<file path="config.mk">
export PLATFORM = sky130hd
export DESIGN_NAME = uart_frame_parser
export DESIGN_NICKNAME = d
export VERILOG_FILES = /design/src/rtl/uart_frame_parser.sv
export SDC_FILE = /design/constraint.sdc
export NUM_CORES = 1
export LEC_CHECK = 0
export CAP_MARGIN = 30
export CORE_MARGIN = 2
export CORE_UTILIZATION = 42
export DETAILED_ROUTE_END_ITERATION = 10
export GPL_TIMING_DRIVEN = 0
export HOLD_SLACK_MARGIN = 0.02
export PLACE_DENSITY = 0.57
export SLEW_MARGIN = 10
export SYNTH_ARGS = -nofsm -noshare
export SYNTH_HDL_FRONTEND = slang
export SYNTH_SLANG_ARGS = --single-unit
</file>
<file path="constraint.sdc">
create_clock -name i_Clock -period 2.5 [get_ports i_Clock]
set_input_delay 0.375 -clock i_Clock [delete_from_list [all_inputs] [get_ports i_Clock]]
set_output_delay 0.375 -clock i_Clock [all_outputs]
set_load 0.02 [all_outputs]
</file>
<file path="src/rtl/uart_frame_parser.sv">
// uart_frame_parser
//   Consumes one-cycle byte strobes from a UART receiver. It parses frames of the form
//   SYNC, LEN, LEN payload bytes, CSUM. The checksum is the mod-256 sum of LEN and the payload.
//   A frame's payload is buffered in full before it is released. Good frames drain as a
//   valid/ready byte stream. Bad frames, inter-byte timeouts and bytes arriving during a drain
//   are reported as one-cycle error pulses with a code.
// Ports
//   i_Clock, i_Reset               clock; synchronous active-high reset
//   i_Rx_DV, i_Rx_Byte             byte strobe and data from the UART receiver
//   o_Frame_Byte, o_Frame_Valid    payload stream out
//   i_Frame_Ready, o_Frame_Last    consumer ready; marks the final payload byte
//   o_Frame_Done                   pulse after the last byte is accepted
//   o_Frame_Err, o_Err_Code        error pulse; 0=bad LEN, 1=checksum, 2=timeout, 3=overrun
//   o_Busy                         high whenever the parser is not idle
module uart_frame_parser #(
  parameter int unsigned MAX_LEN      = 16,
  parameter logic [7:0]  SYNC_BYTE    = 8'hA5,
  parameter int unsigned TIMEOUT_CLKS = 8700
) (
  input  logic       i_Clock,
  input  logic       i_Reset,
  input  logic       i_Rx_DV,
  input  logic [7:0] i_Rx_Byte,
  output logic [7:0] o_Frame_Byte,
  output logic       o_Frame_Valid,
  input  logic       i_Frame_Ready,
  output logic       o_Frame_Last,
  output logic       o_Frame_Done,
  output logic       o_Frame_Err,
  output logic [1:0] o_Err_Code,
  output logic       o_Busy
);

  localparam int unsigned LW = $clog2(MAX_LEN + 1);
  localparam int unsigned IW = (MAX_LEN > 1) ? $clog2(MAX_LEN) : 1;
  localparam int unsigned TW = (TIMEOUT_CLKS > 1) ? $clog2(TIMEOUT_CLKS) : 1;

  localparam logic [7:0]    MaxLenByte = 8'(MAX_LEN);
  localparam logic [TW-1:0] TmoLimit   = TW'(TIMEOUT_CLKS - 1);
  localparam logic [LW-1:0] LenOne     = LW'(1);

  localparam logic [2:0] StIdle    = 3'd0;
  localparam logic [2:0] StLen     = 3'd1;
  localparam logic [2:0] StPayload = 3'd2;
  localparam logic [2:0] StCsum    = 3'd3;
  localparam logic [2:0] StDrain   = 3'd4;

  localparam logic [1:0] ErrLen     = 2'd0;
  localparam logic [1:0] ErrCsum    = 2'd1;
  localparam logic [1:0] ErrTimeout = 2'd2;
  localparam logic [1:0] ErrOverrun = 2'd3;

  logic [2:0]    state_q, state_d;
  logic [LW-1:0] len_q, len_d;
  logic [LW-1:0] idx_q, idx_d;
  logic [LW-1:0] rd_idx_q, rd_idx_d;
  logic [7:0]    sum_q, sum_d;
  logic [TW-1:0] tmo_q, tmo_d;
  logic          done_q, done_d;
  logic          err_q, err_d;
  logic [1:0]    code_q, code_d;
  logic          buf_we;
  logic          in_frame;
  logic          last_byte;

  // Payload store; contents are don't-care after reset, so no reset on this array.
  logic [7:0] buf_q [MAX_LEN];

  assign in_frame  = (state_q == StLen) || (state_q == StPayload) || (state_q == StCsum);
  assign last_byte = (rd_idx_q == (len_q - LenOne));

  always_comb begin
    state_d  = state_q;
    len_d    = len_q;
    idx_d    = idx_q;
    rd_idx_d = rd_idx_q;
    sum_d    = sum_q;
    tmo_d    = tmo_q;
    done_d   = 1'b0;
    err_d    = 1'b0;
    code_d   = 2'd0;
    buf_we   = 1'b0;

    case (state_q)
      StIdle: begin
        if (i_Rx_DV && (i_Rx_Byte == SYNC_BYTE)) begin
          state_d = StLen;
          tmo_d   = '0;
        end
      end
      StLen: begin
        if (i_Rx_DV) begin
          tmo_d = '0;
          if ((i_Rx_Byte == 8'd0) || (i_Rx_Byte > MaxLenByte)) begin
            err_d   = 1'b1;
            code_d  = ErrLen;
            state_d = StIdle;
          end else begin
            len_d   = i_Rx_Byte[LW-1:0];
            sum_d   = i_Rx_Byte;
            idx_d   = '0;
            state_d = StPayload;
          end
        end
      end
      StPayload: begin
        if (i_Rx_DV) begin
          tmo_d  = '0;
          buf_we = 1'b1;
          sum_d  = sum_q + i_Rx_Byte;
          idx_d  = idx_q + LenOne;
          if (idx_q == (len_q - LenOne)) begin
            state_d = StCsum;
          end
        end
      end
      StCsum: begin
        if (i_Rx_DV) begin
          tmo_d = '0;
          if (i_Rx_Byte == sum_q) begin
            rd_idx_d = '0;
            state_d  = StDrain;
          end else begin
            err_d   = 1'b1;
            code_d  = ErrCsum;
            state_d = StIdle;
          end
        end
      end
      StDrain: begin
        // A byte arriving mid-drain has nowhere to go; flag it but keep draining.
        if (i_Rx_DV) begin
          err_d  = 1'b1;
          code_d = ErrOverrun;
        end
        if (i_Frame_Ready) begin
          if (last_byte) begin
            done_d  = 1'b1;
            state_d = StIdle;
          end else begin
            rd_idx_d = rd_idx_q + LenOne;
          end
        end
      end
      default: begin
        state_d = StIdle;
      end
    endcase

    // Inter-byte timeout; a strobe on the limit cycle was handled above and wins.
    if (in_frame && !i_Rx_DV) begin
      if (tmo_q == TmoLimit) begin
        err_d   = 1'b1;
        code_d  = ErrTimeout;
        state_d = StIdle;
      end else begin
        tmo_d = tmo_q + TW'(1);
      end
    end
  end

  always_ff @(posedge i_Clock) begin
    if (i_Reset) begin
      state_q  <= StIdle;
      len_q    <= '0;
      idx_q    <= '0;
      rd_idx_q <= '0;
      sum_q    <= '0;
      tmo_q    <= '0;
      done_q   <= 1'b0;
      err_q    <= 1'b0;
      code_q   <= 2'd0;
    end else begin
      state_q  <= state_d;
      len_q    <= len_d;
      idx_q    <= idx_d;
      rd_idx_q <= rd_idx_d;
      sum_q    <= sum_d;
      tmo_q    <= tmo_d;
      done_q   <= done_d;
      err_q    <= err_d;
      code_q   <= code_d;
    end
  end

  always_ff @(posedge i_Clock) begin
    if (buf_we) begin
      buf_q[idx_q[IW-1:0]] <= i_Rx_Byte;
    end
  end

  assign o_Frame_Valid = (state_q == StDrain);
  assign o_Frame_Byte  = o_Frame_Valid ? buf_q[rd_idx_q[IW-1:0]] : 8'h00;
  assign o_Frame_Last  = o_Frame_Valid && last_byte;
  assign o_Frame_Done  = done_q;
  assign o_Frame_Err   = err_q;
  assign o_Err_Code    = code_q;
  assign o_Busy        = (state_q != StIdle);

endmodule

</file>
Yosys cells after proc, flatten, opt, wreduce, memory -nomap -nowiden
Memory sizes are Yosys's and may differ from the RTL's. A register that Yosys moved wholly into a read port is not among the register bits.
Index checks and enable logic that the tools add are counted.
{"block": "classes", "n_addsub": 5, "magnitude_cmp": 1, "n_eq_ne": 16, "muxes": 51, "bitwise": 3, "n_reduce_logical": 17}
{"operator": "14-bit 2-to-1 mux", "n": 4}
{"operator": "5-bit 2-to-1 mux", "n": 7}
{"operator": "8-bit 2-to-1 mux", "n": 4}
{"operator": "3-bit 2-to-1 mux", "n": 10}
{"operator": "14-bit case mux with 2 select lines", "n": 1}
{"operator": "5-bit case mux with 2 select lines", "n": 2}
{"operator": "8-bit case mux with 2 select lines", "n": 1}
{"operator": "3-bit case mux with 5 select lines", "n": 1}
{"operator": "14-bit by 1-bit adder with 14-bit output, second input constant", "n": 1}
{"operator": "14-bit equality test, second input constant", "n": 1}
{"operator": "1-bit 2-to-1 mux", "n": 13}
{"operator": "5-bit by 1-bit adder with 5-bit output, second input constant", "n": 2}
{"operator": "5-bit equality test", "n": 2}
{"operator": "2-bit != test, second input constant", "n": 5}
{"operator": "8-bit adder", "n": 1}
{"operator": "8-bit equality test", "n": 1}
{"operator": "8-bit equality test, second input constant", "n": 1}
{"operator": "8-bit by 5-bit > comparator with 1-bit output, second input constant", "n": 1}
{"operator": "8-bit zero test", "n": 1}
{"operator": "2-bit 2-to-1 mux", "n": 4}
{"operator": "4-bit 2-to-1 mux", "n": 2}
{"operator": "3-bit by 2-bit equality test with 1-bit output, second input constant", "n": 2}
{"operator": "3-bit OR reduction", "n": 2}
{"operator": "5-bit AND reduction", "n": 1}
{"operator": "other kinds (15)", "n": 23}
{"block": "word_totals", "ff_bits": 44, "ram_bits": 128, "out_inout_bits": 15, "mem_count": 1}
{"memory": "buf_q", "words": 16, "width": 8, "rd": 1, "rd_ports_with_merged_regs": 1, "wr": 1, "line_no": "67", "source": "logic [7:0] buf_q [MAX_LEN];"}

Logic depth before layout (Yosys ltp)
{"block": "logic_depth", "word_depth": 7, "ltp_mapped": 8, "depth_no_buf": 8}

Worst setup path before layout
Ideal clock, no wire load.
{"block": "synth_timing", "path_kind": "reg-to-output", "startpoint": "register with a tool-made name", "endpoint": "output o_Frame_Byte[5]", "arrival_time_ns": 1.770, "required_time_ns": 2.125, "path_slack_ns": 0.355, "path_stages_with_launch": 6, "n_path_buf": 2, "cell_sequence": "dfxtp_1 -> buf_6 -> buf_8 -> mux4_1 -> mux4_2 -> and2_1"}
{"item": "end, declared", "line_no": "24", "source": "output logic [7:0] o_Frame_Byte,"}

==> out/metrics.cfg <==
[routing]
drc=0
routed_via_density=5.594
drtAntennaViolNets=0
num_vias=4688
wire_per_inst_microns=21.05
wirelength_mm=17.64
dr.first_iter.drc_count=304
dr.pass1.iters=4

[synth]
synth_seq_cells=176
ys_warn_count=0
synthFlopType=edfxtp_1
synth_most_common_cell=edfxtp_1
synth_largest_area_cell=edfxtp_1
yosysSeqAreaShare=0.6083
async_flop_share=0
synth_cell_types=68
ys_top_cells_by_area=edfxtp_1 (49%), dfxtp_1 (12%), mux4_1 (8.0%)
syn_nets=558
synthesis.instances=531
synth_area_per_cell_sq_um=14.88
synth_top_cell_area_share=0.4866
syn-cell-area_sq_mm=0.007899
synthTopCellsByCount=edfxtp_1 (128), nor2_1 (49), dfxtp_1 (48)
synth_edf_count=128

[setup_path]
r2r_cells=6
timing.rr.start=state_q[2]$_SDFF_PP0_
cp_data_required_time_ns=2.12
reg2reg_to=buf_q[1][1]$_DFFE_PP_
arrival_ns=2.38
crit_fanout=8
worstSetupEndpointType=primary output
r2r_slack_ns=0.24
cp-start-kind=register
crit_type=reg -> out

[place]
dpl_cell_area_sq_mm=0.008492
gp_congestion=0.7905
io_buffers=26
dp_hpwl_mm=11.38

[sta]
fin_skew_ns=0.008473
layout_min_cycle_time_ns=2.754
rsz0062_at_grt=true
worst_slack_ns=-0.2542
slew_headroom=0.4194
setup_viol=8
fmaxAchievable_mhz=363.1
worst_slew_pin_slew_ns=0.8709
period_share=1.102
hold_violations=0
slew_violations=0

[global_route]
grt_pass1_vias=4745
grt_max_degree=23
antenna_found_initial=0
grt_overflow_total=0
grt_pass1_wl_mm=27.68
grtUsageTotal=0.1874

[clocking]
cts_root_buffer=clkbuf_16
cts_hold_buf=0
clock_path_buffers=2
numCtsBuffers=17
clkLatencyLatePin_ns=0.42
cts.clk_slew.worst_paths_ns=0.07
cts_max_level=4
cts_tree=built
cts.sinks=176

[layout]
drive_gt1_frac=0.2699
fillerInstances=1571
fin_area_sq_mm=0.009325
fin_util=0.5019
diodes=0
synthToLayoutAreaGrowth_pct=18.06
nets=618

[floorplan]
die_h_microns=141.1
core_area_sq_mm=0.01858
pin_count=27
num_rows=50
initial_utilization=0.4251
fp.dieW_microns=141.1
dieArea_sq_mm=0.01992

[run]
maxCapViolations=0

[outcome]
failed_checks=negative setup slack
outcome=finished, violations left

[min_path]
whs_endpoint=sum_q[5]$_SDFFE_PP0P_
min_delay_path_depth=2
min_from=sum_q[5]$_SDFFE_PP0P_
hp-class=reg -> reg

[power]
vdd_drop_max_v=0.0005573
pwr_density_cell_mw_per_mm2=624.0
power.leakage_uw=0.003078

==> how the worst max path moves through the flow <==
| stage | from | end | slack, ns | depth (start not counted) |
|---|---|---|---|---|
| global placement | i_Rx_Byte[2] | register | -1.05 | 7 |
| detailed placement | i_Rx_Byte[6] | register | -1.12 | 7 |
| floorplan | register | o_Frame_Byte[5] | 0.36 | 5 |
| finish | register | o_Frame_Byte[3] | -0.25 | 6 |
| CTS | register | o_Frame_Byte[1] | -0.34 | 8 |
| global route | register | o_Frame_Byte[3] | -0.32 | 6 |
==> cells in the final DEF, fill, tap and decap left out, types with 9 or more instances in the layout <==
cell,Yosys,layout
nor2_2,1,12
nor3_1,15,10
clkbuf_16,0,17
xor2_1,13,13
edfxtp_1,128,128
ha_1,14,13
nor2_1,49,37
xnor2_1,14,14
nand2_1,19,19
mux2i_1,12,12
buf_6,4,12
inv_1,12,11
mux4_2,16,34
nand3_1,14,13
dfxtp_1,48,46
clkbuf_1,10,9
buf_4,2,14
a21oi_1,16,16
==> kinds of logic (layout without fill, tap and decap cells) <==
kind of cell,after synthesis,after routing,synth area share
AOI/OAI and AO/OA,53,53,0.05038
xor gates and xnor gates,28,28,0.03279
adders and majority gates,15,15,0.02471
buffers and inverters,40,113,0.02614
DFF,176,176,0.6083
muxes,54,54,0.1438
and+or+nand+nor,165,165,0.1139
==> state kept, by name (all words and copies together) (netlist names), named ones only <==
register      cells
buf_q           128
tmo_q            14
sum_q             8
idx_q             5
len_q             5
rd_idx_q          5
state_q           3
o_Err_Code        2
o_Frame_Done      1
o_Frame_Err       1
==> metal layers <==
layer  part of all wire  GRT usage  up-vias
met5                  0          0        -
met4             0.0097    0.05316        0
met3              0.043    0.04042       13
met2               0.49     0.3051      107
met1               0.45     0.2554     2383
li1                   -          -     2185
==> metrics by stage <==
step           setup WS [ns]  hold WS, ns  setup TNS [ns]  cells  total power (uW)
2_1_floorplan         0.3550       0.4612               0    531              3233
4_1_cts              -0.3429       0.5174          -2.351    840              5868
5_1_grt              -0.3181       0.5242          -2.461    838              6002
3_5_place_dp          -1.122       0.5050          -72.83    795              3313
3_3_place_gp          -1.047       0.4832          -84.99    791              3308
6_report             -0.2542       0.5225          -1.911    838              5819
==> critical path, stage by stage (launching register included) <==
cell	delay (ns)
dfxtp_2	0.34
buf_12	0.15
buf_12	0.13
mux4_2	0.56
mux4_2	0.50
and2_4	0.15
buf_6	0.12
==> power breakdown <==
part	leakage, uW	switching [uW]	total, uW	internal (uW)
Combinational	0.00126	90.9	124	32.7
Sequential	0.00154	0.0334	3120	3120
Clock	0.000283	1100	2570	1470
Total	0.00308	1190	5820	4630
==> final cells by class <==
class | instances | area (sq um) | area share
clock buffer | 19 | 432.9 | 0.04642
sequential | 176 | 4810 | 0.5158
timing repair buffer | 42 | 455.4 | 0.04884
clock inverter | 13 | 136.4 | 0.01463
inverter | 12 | 45.04 | 0.004830
buffer | 27 | 211.5 | 0.02268
multi-input combinational | 315 | 2942 | 0.3154
tap | 234 | 292.8 | 0.03140
==> what timing repair did <==
| action | CTS | global route |
|---|---|---|
| setup buffers | 11 | 1 |
| cloned | 3 | 0 |
| pin swaps | 9 | 2 |
| setup endpoints to repair | 96 | 86 |
| resized for setup | 132 | 22 |
(Power assumes the default switching activity.)
